### src/rtl/gps_fe_sample_capture.sv
// GPS front-end sample capture: oversamples the asynchronous front-end clock,
// packs sign/magnitude samples into words and queues them in a small FIFO.
module gps_fe_sample_capture #(
  parameter int SAMPLE_W    = 2,
  parameter int PACK        = 8,
  parameter int FIFO_DEPTH  = 16,
  parameter int SYNC_STAGES = 2
) (
  input  logic                           CLOCK_50,
  input  logic                           reset_n,
  input  logic                           fe_clk,
  input  logic [SAMPLE_W-1:0]            fe_data,
  input  logic                           enable,
  output logic [SAMPLE_W*PACK-1:0]       word_out,
  output logic                           word_valid,
  input  logic                           word_ready,
  output logic [$clog2(FIFO_DEPTH):0]    fifo_level,
  output logic                           overflow,
  input  logic                           clear_overflow,
  output logic [15:0]                    drop_count
);

  localparam int WORD_W = SAMPLE_W * PACK;
  localparam int IDX_W  = (PACK > 1) ? $clog2(PACK) : 1;
  localparam int PTR_W  = (FIFO_DEPTH > 1) ? $clog2(FIFO_DEPTH) : 1;
  localparam int LVL_W  = $clog2(FIFO_DEPTH) + 1;
  localparam logic [IDX_W-1:0] IDX_LAST = IDX_W'(PACK - 1);
  localparam logic [LVL_W-1:0] LVL_FULL = LVL_W'(FIFO_DEPTH);

  function automatic logic [15:0] sat_inc16(input logic [15:0] v);
    return (v == 16'hFFFF) ? v : v + 16'd1;
  endfunction

  logic [SYNC_STAGES-1:0]               clk_sync;
  logic [SYNC_STAGES-1:0][SAMPLE_W-1:0] data_sync;
  logic                                 clk_d_p0;
  logic                                 fe_edge;
  logic                                 vld_p1;
  logic [SAMPLE_W-1:0]                  data_p1;
  logic [PACK-1:0][SAMPLE_W-1:0]        pack_p2;
  logic [PACK-1:0][SAMPLE_W-1:0]        pack_next;
  logic [IDX_W-1:0]                     idx_p2;
  logic                                 capture;
  logic                                 push;
  logic [WORD_W-1:0]                    push_word;

  logic [WORD_W-1:0]                    mem [FIFO_DEPTH];
  logic [PTR_W-1:0]                     wr_ptr;
  logic [PTR_W-1:0]                     rd_ptr;
  logic [LVL_W-1:0]                     level;
  logic                                 full;
  logic                                 pop;
  logic                                 wr_en;
  logic                                 drop;

  // Stage p0: clock and data share one chain depth so they stay aligned
  always_ff @(posedge CLOCK_50 or negedge reset_n) begin
    if (!reset_n) begin
      clk_sync  <= '0;
      data_sync <= '0;
      clk_d_p0  <= 1'b0;
    end else begin
      clk_sync  <= {clk_sync[SYNC_STAGES-2:0], fe_clk};
      data_sync <= {data_sync[SYNC_STAGES-2:0], fe_data};
      clk_d_p0  <= clk_sync[SYNC_STAGES-1];
    end
  end

  assign fe_edge = clk_sync[SYNC_STAGES-1] & ~clk_d_p0;

  // Stage p1: registered edge strobe with its sample
  always_ff @(posedge CLOCK_50 or negedge reset_n) begin
    if (!reset_n) begin
      vld_p1  <= 1'b0;
      data_p1 <= '0;
    end else begin
      vld_p1  <= fe_edge;
      data_p1 <= data_sync[SYNC_STAGES-1];
    end
  end

  assign capture = vld_p1 & enable;
  assign push    = capture & (idx_p2 == IDX_LAST);

  always_comb begin
    pack_next         = pack_p2;
    pack_next[idx_p2] = data_p1;
  end

  assign push_word = pack_next;

  // Stage p2: packer; the word is pushed in the same cycle as its last sample
  always_ff @(posedge CLOCK_50 or negedge reset_n) begin
    if (!reset_n) begin
      pack_p2 <= '0;
      idx_p2  <= '0;
    end else if (!enable) begin
      idx_p2  <= '0;
    end else if (capture) begin
      pack_p2 <= pack_next;
      idx_p2  <= push ? '0 : idx_p2 + IDX_W'(1);
    end
  end

  assign full       = (level == LVL_FULL);
  assign word_valid = (level != '0);
  assign pop        = word_valid & word_ready;
  assign wr_en      = push & (~full | pop);
  assign drop       = push & full & ~pop;
  assign word_out   = mem[rd_ptr];
  assign fifo_level = level;

  always_ff @(posedge CLOCK_50 or negedge reset_n) begin
    if (!reset_n) begin
      for (int i = 0; i < FIFO_DEPTH; i++) mem[i] <= '0;
    end else if (wr_en) begin
      mem[wr_ptr] <= push_word;
    end
  end

  always_ff @(posedge CLOCK_50 or negedge reset_n) begin
    if (!reset_n) begin
      wr_ptr <= '0;
      rd_ptr <= '0;
      level  <= '0;
    end else begin
      if (wr_en) wr_ptr <= wr_ptr + PTR_W'(1);
      if (pop)   rd_ptr <= rd_ptr + PTR_W'(1);
      case ({wr_en, pop})
        2'b10:   level <= level + LVL_W'(1);
        2'b01:   level <= level - LVL_W'(1);
        default: level <= level;
      endcase
    end
  end

  // Clear has priority over a drop landing in the same cycle
  always_ff @(posedge CLOCK_50 or negedge reset_n) begin
    if (!reset_n) begin
      overflow   <= 1'b0;
      drop_count <= '0;
    end else if (clear_overflow) begin
      overflow   <= 1'b0;
      drop_count <= '0;
    end else if (drop) begin
      overflow   <= 1'b1;
      drop_count <= sat_inc16(drop_count);
    end
  end

endmodule

### config.mk
export PLATFORM = sky130hd
export DESIGN_NAME = gps_fe_sample_capture
export DESIGN_NICKNAME = d
export VERILOG_FILES = /design/src/rtl/gps_fe_sample_capture.sv
export SDC_FILE = /design/constraint.sdc
export NUM_CORES = 1
export LEC_CHECK = 0
export CORE_ASPECT_RATIO = 1.4
export CORE_MARGIN = 10
export CORE_UTILIZATION = 61
export CTS_CLUSTER_SIZE = 14
export DETAILED_ROUTE_END_ITERATION = 10
export PLACE_DENSITY = 0.77
export SYNTH_ARGS = -nofsm -noshare
export SYNTH_HDL_FRONTEND = slang
export SYNTH_SLANG_ARGS = --single-unit
### constraint.sdc
create_clock -name CLOCK_50 -period 3.25 [get_ports CLOCK_50]
set_clock_uncertainty 0.05 [all_clocks]
set_input_delay 0.65 -clock CLOCK_50 [delete_from_list [all_inputs] [get_ports CLOCK_50]]
set_output_delay 0.65 -clock CLOCK_50 [all_outputs]
set_load 0.005 [all_outputs]
# ---- Word level (Yosys, flattened, before mapping)
# Index checks and enable logic that the tools add are counted.
dict set report word_totals {
  wordCells 92
  register_bits 315
}
dict set report classes {
  mux 18
  n_eq_ne 7
  magnitude_cmp 5
  n_addsub 6
  n_reduce_logical 7
  bitwise_logic 13
}
# operator n
set op_table {}
lappend op_table {{256-bit bitwise mux} 1}
lappend op_table {{16-bit 2-to-1 mux} 6}
lappend op_table {{16-bit binary-select mux with 4-bit select} 1}
lappend op_table {{16-bit demux with 4-bit select} 1}
lappend op_table {{16-bit by 1-bit adder with 16-bit output (second input constant)} 1}
lappend op_table {{16-bit bitwise mux} 1}
lappend op_table {{16-bit equality test (second input constant)} 1}
lappend op_table {{5-bit greater-or-equal comparator (second input constant)} 2}
lappend op_table {{4-bit NOT with 5-bit output} 2}
lappend op_table {{5-bit case mux with 2 select lines} 1}
lappend op_table {{3-bit 2-to-1 mux} 3}
lappend op_table {{4-bit by 1-bit adder with 4-bit output (second input constant)} 2}
lappend op_table {{1-bit bitwise AND} 7}
lappend op_table {{2-bit demux with 3-bit select} 1}
lappend op_table {{5-bit by 1-bit adder with 5-bit output (second input constant)} 1}
lappend op_table {{5-bit equality test (second input constant)} 1}
lappend op_table {{5-bit by 1-bit < comparator with 1-bit output (second input constant)} 1}
lappend op_table {{5-bit nonzero test} 1}
lappend op_table {{5-bit by 1-bit subtractor with 5-bit output (second input constant)} 1}
lappend op_table {{3-bit by 4-bit < comparator with 1-bit output (second input constant)} 1}
lappend op_table {{2-bit AND reduction} 2}
lappend op_table {{2-bit nonzero test} 2}
lappend op_table {{3-bit by 1-bit adder with 3-bit output (second input constant)} 1}
lappend op_table {{3-bit equality test (second input constant)} 1}
lappend op_table {{10 further kinds} 14}

# ---- Logic depth before layout (Yosys ltp)
# Gate-level depths: netlist of run 1.
dict set report depth {
  word_depth 6
  ltp_mapped 13
  ltp_nobuf 12
}

# ---- Worst setup path after synthesis of run 1
# No wires, ideal clock.
dict set report synth_path {
  path_kind {reg2reg}
  from {register idx_p2[0]}
  to {register level[4] (netlist: fifo_level[4])}
  period_less_slack_ps 2892
  setup_ps 125
  arrival_ps 2717
  path_stages_with_launch 14
  path_slack_ps 358
  t_required_ps 3075
  cell_sequence {dfrtp_1 ha_1 ha_1 nand3_1 a21oi_1 inv_1 ha_1 clkbuf_1 xor2_1 ha_1 a21o_1 a22oi_1 nor3_1 a2111oi_0}
}
dict set report synth_via {
  elab_chain_len 5
  elab_cells_between_ends 7
  cone_classes {eq/ne (3); mux (1); bitwise (2); reduce/logical (1)}
}
# item line_no
set synth_lines {}
lappend synth_lines {{from (decl)} 42} ;# logic [IDX_W-1:0] idx_p2;
lappend synth_lines {{from (signal assigned)} 101} ;# idx_p2 <= push ? '0 : idx_p2 + IDX_W'(1);
lappend synth_lines {{3-bit equality test (*)} 83} ;# assign push = capture & (idx_p2 == IDX_LAST);
lappend synth_lines {{1-bit bitwise AND (*)} 83}
lappend synth_lines {{1-bit bitwise AND (*)} 108} ;# assign wr_en = push & (~full | pop);
lappend synth_lines {{2-bit by 1-bit equality test with 1-bit output or 2-bit equality test (tied branches)} 129} ;# case ({wr_en, pop})
lappend synth_lines {{5-bit case mux with 2 select lines or 2-bit nonzero test (tied branches)} -}
lappend synth_lines {{to (signal assigned)} 130} ;# 2'b10: level <= level + LVL_W'(1);
lappend synth_lines {{to (signal assigned)} 131} ;# 2'b01: level <= level - LVL_W'(1);
lappend synth_lines {{to (signal assigned)} 132} ;# default: level <= level;
lappend synth_lines {{to (decl)} 50} ;# logic [LVL_W-1:0] level;
# Every way passes the cells marked *; elsewhere a longest branch is shown, timed or not.
# A chain may end at the register's enable or synchronous reset.

# ---- Final worst setup path of run 1
dict set report layout_path {
  from {register rd_ptr[0]}
  to {output word_out[5]}
}
dict set report layout_via {
  elab_chain_len 4
}
# item line_no
set layout_lines {}
lappend layout_lines {{from (decl)} 49} ;# logic [PTR_W-1:0] rd_ptr;
lappend layout_lines {{from (signal assigned)} 128} ;# if (pop) rd_ptr <= rd_ptr + PTR_W'(1);
lappend layout_lines {{4-bit NOT with 5-bit output (implied by the code)} 110} ;# assign word_out = mem[rd_ptr];
lappend layout_lines {{16-bit binary-select mux with 4-bit select} 110}
lappend layout_lines {{16-bit 2-to-1 mux (implied by the code) (2 in a row)} 110}
lappend layout_lines {{to (decl)} 14} ;# output logic [SAMPLE_W*PACK-1:0] word_out,
# Every way passes these cells. The select of a mux whose other input is x is not followed.

==> impl_metrics.toml, run 1 <==
[sta]
fin_crit_ps = 3251
hold_ws_ps = 8.580
setup-tns-final_ps = -0.5933
fin_crit_sh = 1.000
tightest_slew_ps = 760.3
setup_violations = 1
slew_violations = 0
relSlewSlack = 0.4916
rsz0062_at_grt = "true"
finalWorstSetupSlack_ps = -0.5933
hold_viol = 0
max_freq_mhz = 307.6

[floorplan]
die_width_um = 148.5
initial_core_util = 0.6216
dieArea_um2 = 29690
core_area_um2 = 22690
dieHeight_um = 199.9
num_io_pins = 47
rows = 65

[synth]
yosys.area.top_type = "dfrtp_1"
ys.flop_type = "dfrtp_1"
synth-compound-area-share = 0.1278
yosys.cell_count.top_type = "dfrtp_1"
postSynthAreaPerCell_um2 = 11.27
synth_area_leaders = "dfrtp_1, mux4_2, o21ai_0, nand2_1, clkbuf_1"
synth-simple-area-share = 0.1150
synthTopCellsByCount = "dfrtp_1, nand2_1, o21ai_0"
syn_area_um2 = 14100
synth-edff-count = 0
ys_ff_latch = 315
syn-num-nets = 1270
synth_top_family_by_area = "multiplexers"
synth-adder-area-share = 0.009759
synth.mux.area_fraction = 0.1453
synth_warnings = 0
postSynthCellCount = 1251
synth_xor_area_frac = 0.006831
synth.distinct_cells = 55
ys_seq_area_frac = 0.5589
synth_top_area_share = 0.5589
async_flop_share = 1.000

[status]
outcome = "complete, but fails checks"
violations = "negative setup slack"

[power]
powerDensity_nw_per_um2 = 623.2
internal_power_mw = 7.303
clkPwrFrac = 0.355
p_switching_mw = 2.865
share_comb_of_total_power = 0.227
leakage_nw = 7.161
pwr-share-seq = 0.418
vdd_drop_max_uv = 474.7
swShare = 0.2817

[placed_design]
post_dp_cell_area_um2 = 15090
place.port_buffers = 46
dp_hpwl_um = 21070
gp_congestion = 0.8600

[global_route]
grt_overflow_total = 0
grt_pass1_vias = 10992
grt_max_degree = 80
grt_pass1_wl_um = 58430
grt.total_usage = 0.2482
antenna_found_initial = 0

[setup_path]
cp-end-kind = "primary output"
criticalPathCategory = "flip-flop to primary output"
required_ps = 2550
crit_fanout = 6
start_kind = "flip-flop"
arrival_ps = 2550

[route]
route.detailed.drc = 0
drt_wl_total_um = 35720
num_vias = 10317
postRouteAntennaNets = 0
detail_route.wl_per_cell_um = 22.05
via_per_inst = 6.369
drt_iter0_markers = 885
drtPass1Iterations = 5

[clocking]
clkSinkCount = 315
clk_pin_slew_ps = 60
cts_hold_buf = 0
cts_buffers = 30
root_buffer = "clkbuf_16"
clock_latency_ps = 560
htree_levels = 1
cts_tree = "yes"
cts-root-to-sink-buffers = 3

[layout]
design_area_um2 = 16320
fill_cells = 1486
syn_to_final_growth_pct = 15.68
drive_gt1_frac = 0.1873
nNetsFinal = 1314
diodes = 0

[min_path]
min_path_type = "input port to async pin"

[run]
maxCapViolCount = 0
per-layer routing:
metal | GRT usage | share of wire | vias to the layer above
li1 | - | - | 4519
met1 | 0.2934 | 0.37 | 5324
met4 | 0.1096 | 0.039 | 0
met5 | 0 | 0 | -
met3 | 0.04642 | 0.063 | 103
met2 | 0.4337 | 0.52 | 371
area by class of cell:
class	instances	area, µm²	area share
Sequential cell	315	7888	0.4834
Multi-Input combinational cell	819	5752	0.3525
Timing Repair Buffer	117	1215	0.07446
Clock buffer	47	935.9	0.05736
Tap cell	301	376.6	0.02308
Clock inverter	9	103.9	0.006365
Inverter	12	45.04	0.002761
worst max-delay path: stages (launching register included):
cell and delay, ps:
dfrtp_4 530, buf_12 150, buf_12 130, buf_16 140, mux4_2 410, mux4_2 490
buf_2 150
sequential cells by signal, summed over array words and instances (netlist names):
| register | count |
|---|---|
| overflow | 1 |
| rd_ptr | 4 |
| idx_p2 | 3 |
| vld_p1 | 1 |
| drop_count | 16 |
| pack_p2 | 16 |
| data_sync | 4 |
| clk_d_p0 | 1 |
| fifo_level | 5 |
| wr_ptr | 4 |
| data_p1 | 2 |
| mem | 256 |
| clk_sync | 2 |
power by group through the flow:
stage | clock [mW] | combinational, mW | sequential, mW
6_report | 3.61 | 2.31 | 4.25
5_1_grt | 3.81 | 2.45 | 4.27
4_1_cts | 3.65 | 2.28 | 4.24
3_5_place_dp | 0 | 1.90 | 4.35
3_3_place_gp | 0 | 1.88 | 4.34
2_1_floorplan | 0 | 1.33 | 4.19
logic make-up (layout without fill, tap and decap cells):
kind of cell	after synthesis	in the layout
buf+inv	117	185
mux	104	104
compound gates	325	325
xor+xnor	11	11
flops	315	315
fa+ha+maj	11	11
simple gates	368	368
per-stage QoR:
step / total power, mW / setup WS [ps] / std cells / utilization
floorplan: 5.512 / 358.1 / 1251 / -
global placement: 6.218 / 152.3 / 1553 / 0.6650
detailed placement: 6.252 / 106.5 / 1553 / 0.6650
CTS: 10.17 / -11.65 / 1620 / 0.7169
global route: 10.53 / -62.20 / 1620 / 0.7191
finish: 10.17 / -0.5933 / 1620 / 0.7191
cell usage in the layout, fill, tap and decap left out, types with 6 or more instances in the layout:
cell type	synthesis	final
nor2b_1	9	9
inv_1	12	12
dfrtp_1	315	313
ha_1	11	11
clkbuf_16	0	31
clkbuf_1	56	6
o2111ai_2	9	16
xnor2_1	6	6
a21oi_1	28	28
mux2i_1	18	18
mux4_2	80	80
nor3_1	6	6
nand2_1	264	264
buf_4	0	51
nand3_1	10	10
o21ai_0	259	259
nor2_1	30	30
buf_2	40	9
clkbuf_8	0	10
or4_1	6	6
buf_6	3	7
clkdlybuf4s50_1	0	29
buf_12	0	15
path summary, 6_finish.rpt:
path / cells past startpoint / startpoint / slack [ps] / end
min in group CLOCK_50: 0 / clk_sync[0] / 300 / clk_sync[1]
min reg2reg: 0 / clk_sync[0] / 300 / clk_sync[1]
min: 1 / reset_n / 9 / mem[222]
max in group asynchronous: 2 / reset_n / 2270 / rd_ptr[1]
max: 6 / rd_ptr[0] / -0.6 / word_out[5]
max reg2reg: 10 / fifo_level[1] / 360 / fifo_level[4]
what timing repair did:
item                                    in CTS  in global routing
cloned                                       3                  0
buffers inserted                             8                  0
resized for setup                           70                 12
endpoints found under the setup margin      16                 10
No activity file was read; power rests on OpenSTA's default activity.
==> inputs of run 2 (changes only) <==
- RECOVER_POWER: unset -> 50
==> run 2 against run 1 <==
Net effect:
- the flow finishes with violations (max-capacitance violations, max-slew violations)
- sequential power barely moved
- global-route usage unchanged
- first-iteration DRC count decreased by 1.0%
- routed wire length down 0.14%
- via count is 0.31% higher
- power is 0.13% lower
- count of clock-buffer cells in the layout did not move
- combinational power about the same
- flip-flop and latch count stayed put
- maximum frequency barely moved
- sequential share of layout area rose by 0.13 points
- largest cell class unchanged
- largest power group unchanged
- highest routed layer unchanged
==> impl_metrics.toml, run 2 (synthesized netlist as in run 1, its figures left out) <==
[global_route]
grt_pass1_vias = 10992
grt_max_degree = 80
grt.total_usage = 0.2482
grt_overflow_total = 0
grt_pass1_wl_um = 58430
antenna_found_initial = 0

[sta]
setup_violations = 0
fin_crit_ps = 3249
finalWorstSetupSlack_ps = 0.5125
fin_crit_sh = 0.9998
slew_violations = 79
hold_ws_ps = 301.0
max_freq_mhz = 307.7
setup-tns-final_ps = 0
hold_viol = 0
tightest_slew_ps = 2026
rsz0062_at_grt = "true"
relSlewSlack = -0.3509

[layout]
regMostFlops = "mem"
fill_cells = 1493
reg_top3 = "mem x256, drop_count x16, pack_p2 x16"
largest_register_ffs = 256
syn_to_final_growth_pct = 15.37
layout_commonest_cell = "dfrtp_1"
design_area_um2 = 16270
diodes = 0
drive_gt1_frac = 0.1865
nNetsFinal = 1314
final_cell_mix = "dfrtp_1, nand2_1, o21ai_0"
final_util = 0.7171
stdcell_count = 1620

[floorplan]
rows = 65
die_width_um = 148.5
dieHeight_um = 199.9
num_io_pins = 47
initial_core_util = 0.6216
dieArea_um2 = 29690
core_area_um2 = 22690

[route]
postRouteAntennaNets = 0
detail_route.wl_per_cell_um = 22.02
drtPass1Iterations = 5
drt_iter0_markers = 876
route.detailed.drc = 0
drt_wl_total_um = 35670
num_vias = 10349
via_per_inst = 6.388

[setup_path]
cp-end-kind = "primary output"
arrival_ps = 2550
cp_cell_sequence = "buf_12 > buf_12 > buf_16 > mux4_2 > mux4_2 > buf_2"
cpPeakStageDelay_ps = 530
required_ps = 2550
critPathSlowestCell = "dfrtp_4"
start_kind = "flip-flop"
crit_fanout = 6
criticalPathCategory = "flip-flop to primary output"

[clocking]
cts_hold_buf = 0
clkSinkCount = 315
clock_latency_ps = 560
cts_tree = "yes"
root_buffer = "clkbuf_16"
cts-root-to-sink-buffers = 3
clk_pin_slew_ps = 60
htree_levels = 1
cts_buffers = 30

[placed_design]
dp_hpwl_um = 21070
dp_cells = 1553
place.port_buffers = 46
post_dp_cell_area_um2 = 15090
gp_congestion = 0.8600
dp_slack_ps = 106.5

[power]
powerDensity_nw_per_um2 = 624.0
leakage_nw = 7.144
p_total_mw = 10.15
vdd_drop_max_uv = 473.4

[status]
outcome = "complete, but fails checks"
violations = "max-capacitance violations, max-slew violations"

[min_path]
min_path_type = "flip-flop to flip-flop"

[run]
maxCapViolCount = 1
-- run 2: power by group --
part | internal [mW] | switching (mW)
Sequential | 4.04 | 0.208
Combinational | 1.12 | 1.17
Clock | 2.13 | 1.48
-- run 2: path summary, 6_finish.rpt --
path / slack (ps) / end / depth (start not counted) / startpoint
max: 0.5 / word_out[5] / 6 / rd_ptr[0]
min: 300 / clk_sync[1] / 0 / clk_sync[0]
max reg2reg: 360 / fifo_level[4] / 10 / fifo_level[1]
min reg2reg: 300 / clk_sync[1] / 0 / clk_sync[0]
max in group asynchronous: 560 / mem[146] / 2 / reset_n
min in group asynchronous: 590 / mem[222] / 1 / reset_n
-- run 2: metal layers --
layer | wire [µm] | share of wire | global-route usage
met4 | 1440 | 0.040 | 0.1096
met1 | 13330 | 0.37 | 0.2934
met5 | 0 | 0 | 0
met2 | 18620 | 0.52 | 0.4337
met3 | 2283 | 0.064 | 0.04642
-- run 2: repair_timing --
action | 4_1_cts | 5_1_grt
gates resized for setup | 70 | 12
gates cloned | 3 | 0
setup endpoints to repair | 16 | 10
setup buffers | 8 | 0
-- run 2: cell type report --
class | instances | area (µm²) | area share
clock inverters | 9 | 103.9 | 0.006382
inverters | 12 | 45.04 | 0.002768
repair buffers | 117 | 1171 | 0.07197
flip-flops and latches | 315 | 7888 | 0.4847
multi-input cells | 819 | 5752 | 0.3535
well taps | 301 | 376.6 | 0.02314
clock buffers | 47 | 935.9 | 0.05752
-- run 2: worst max-delay path: cells and delay by family (launching register included) --
kind                   cells  cell delay [ps]
buffers and inverters      4              570
muxes                      2              900
DFF                        1              530
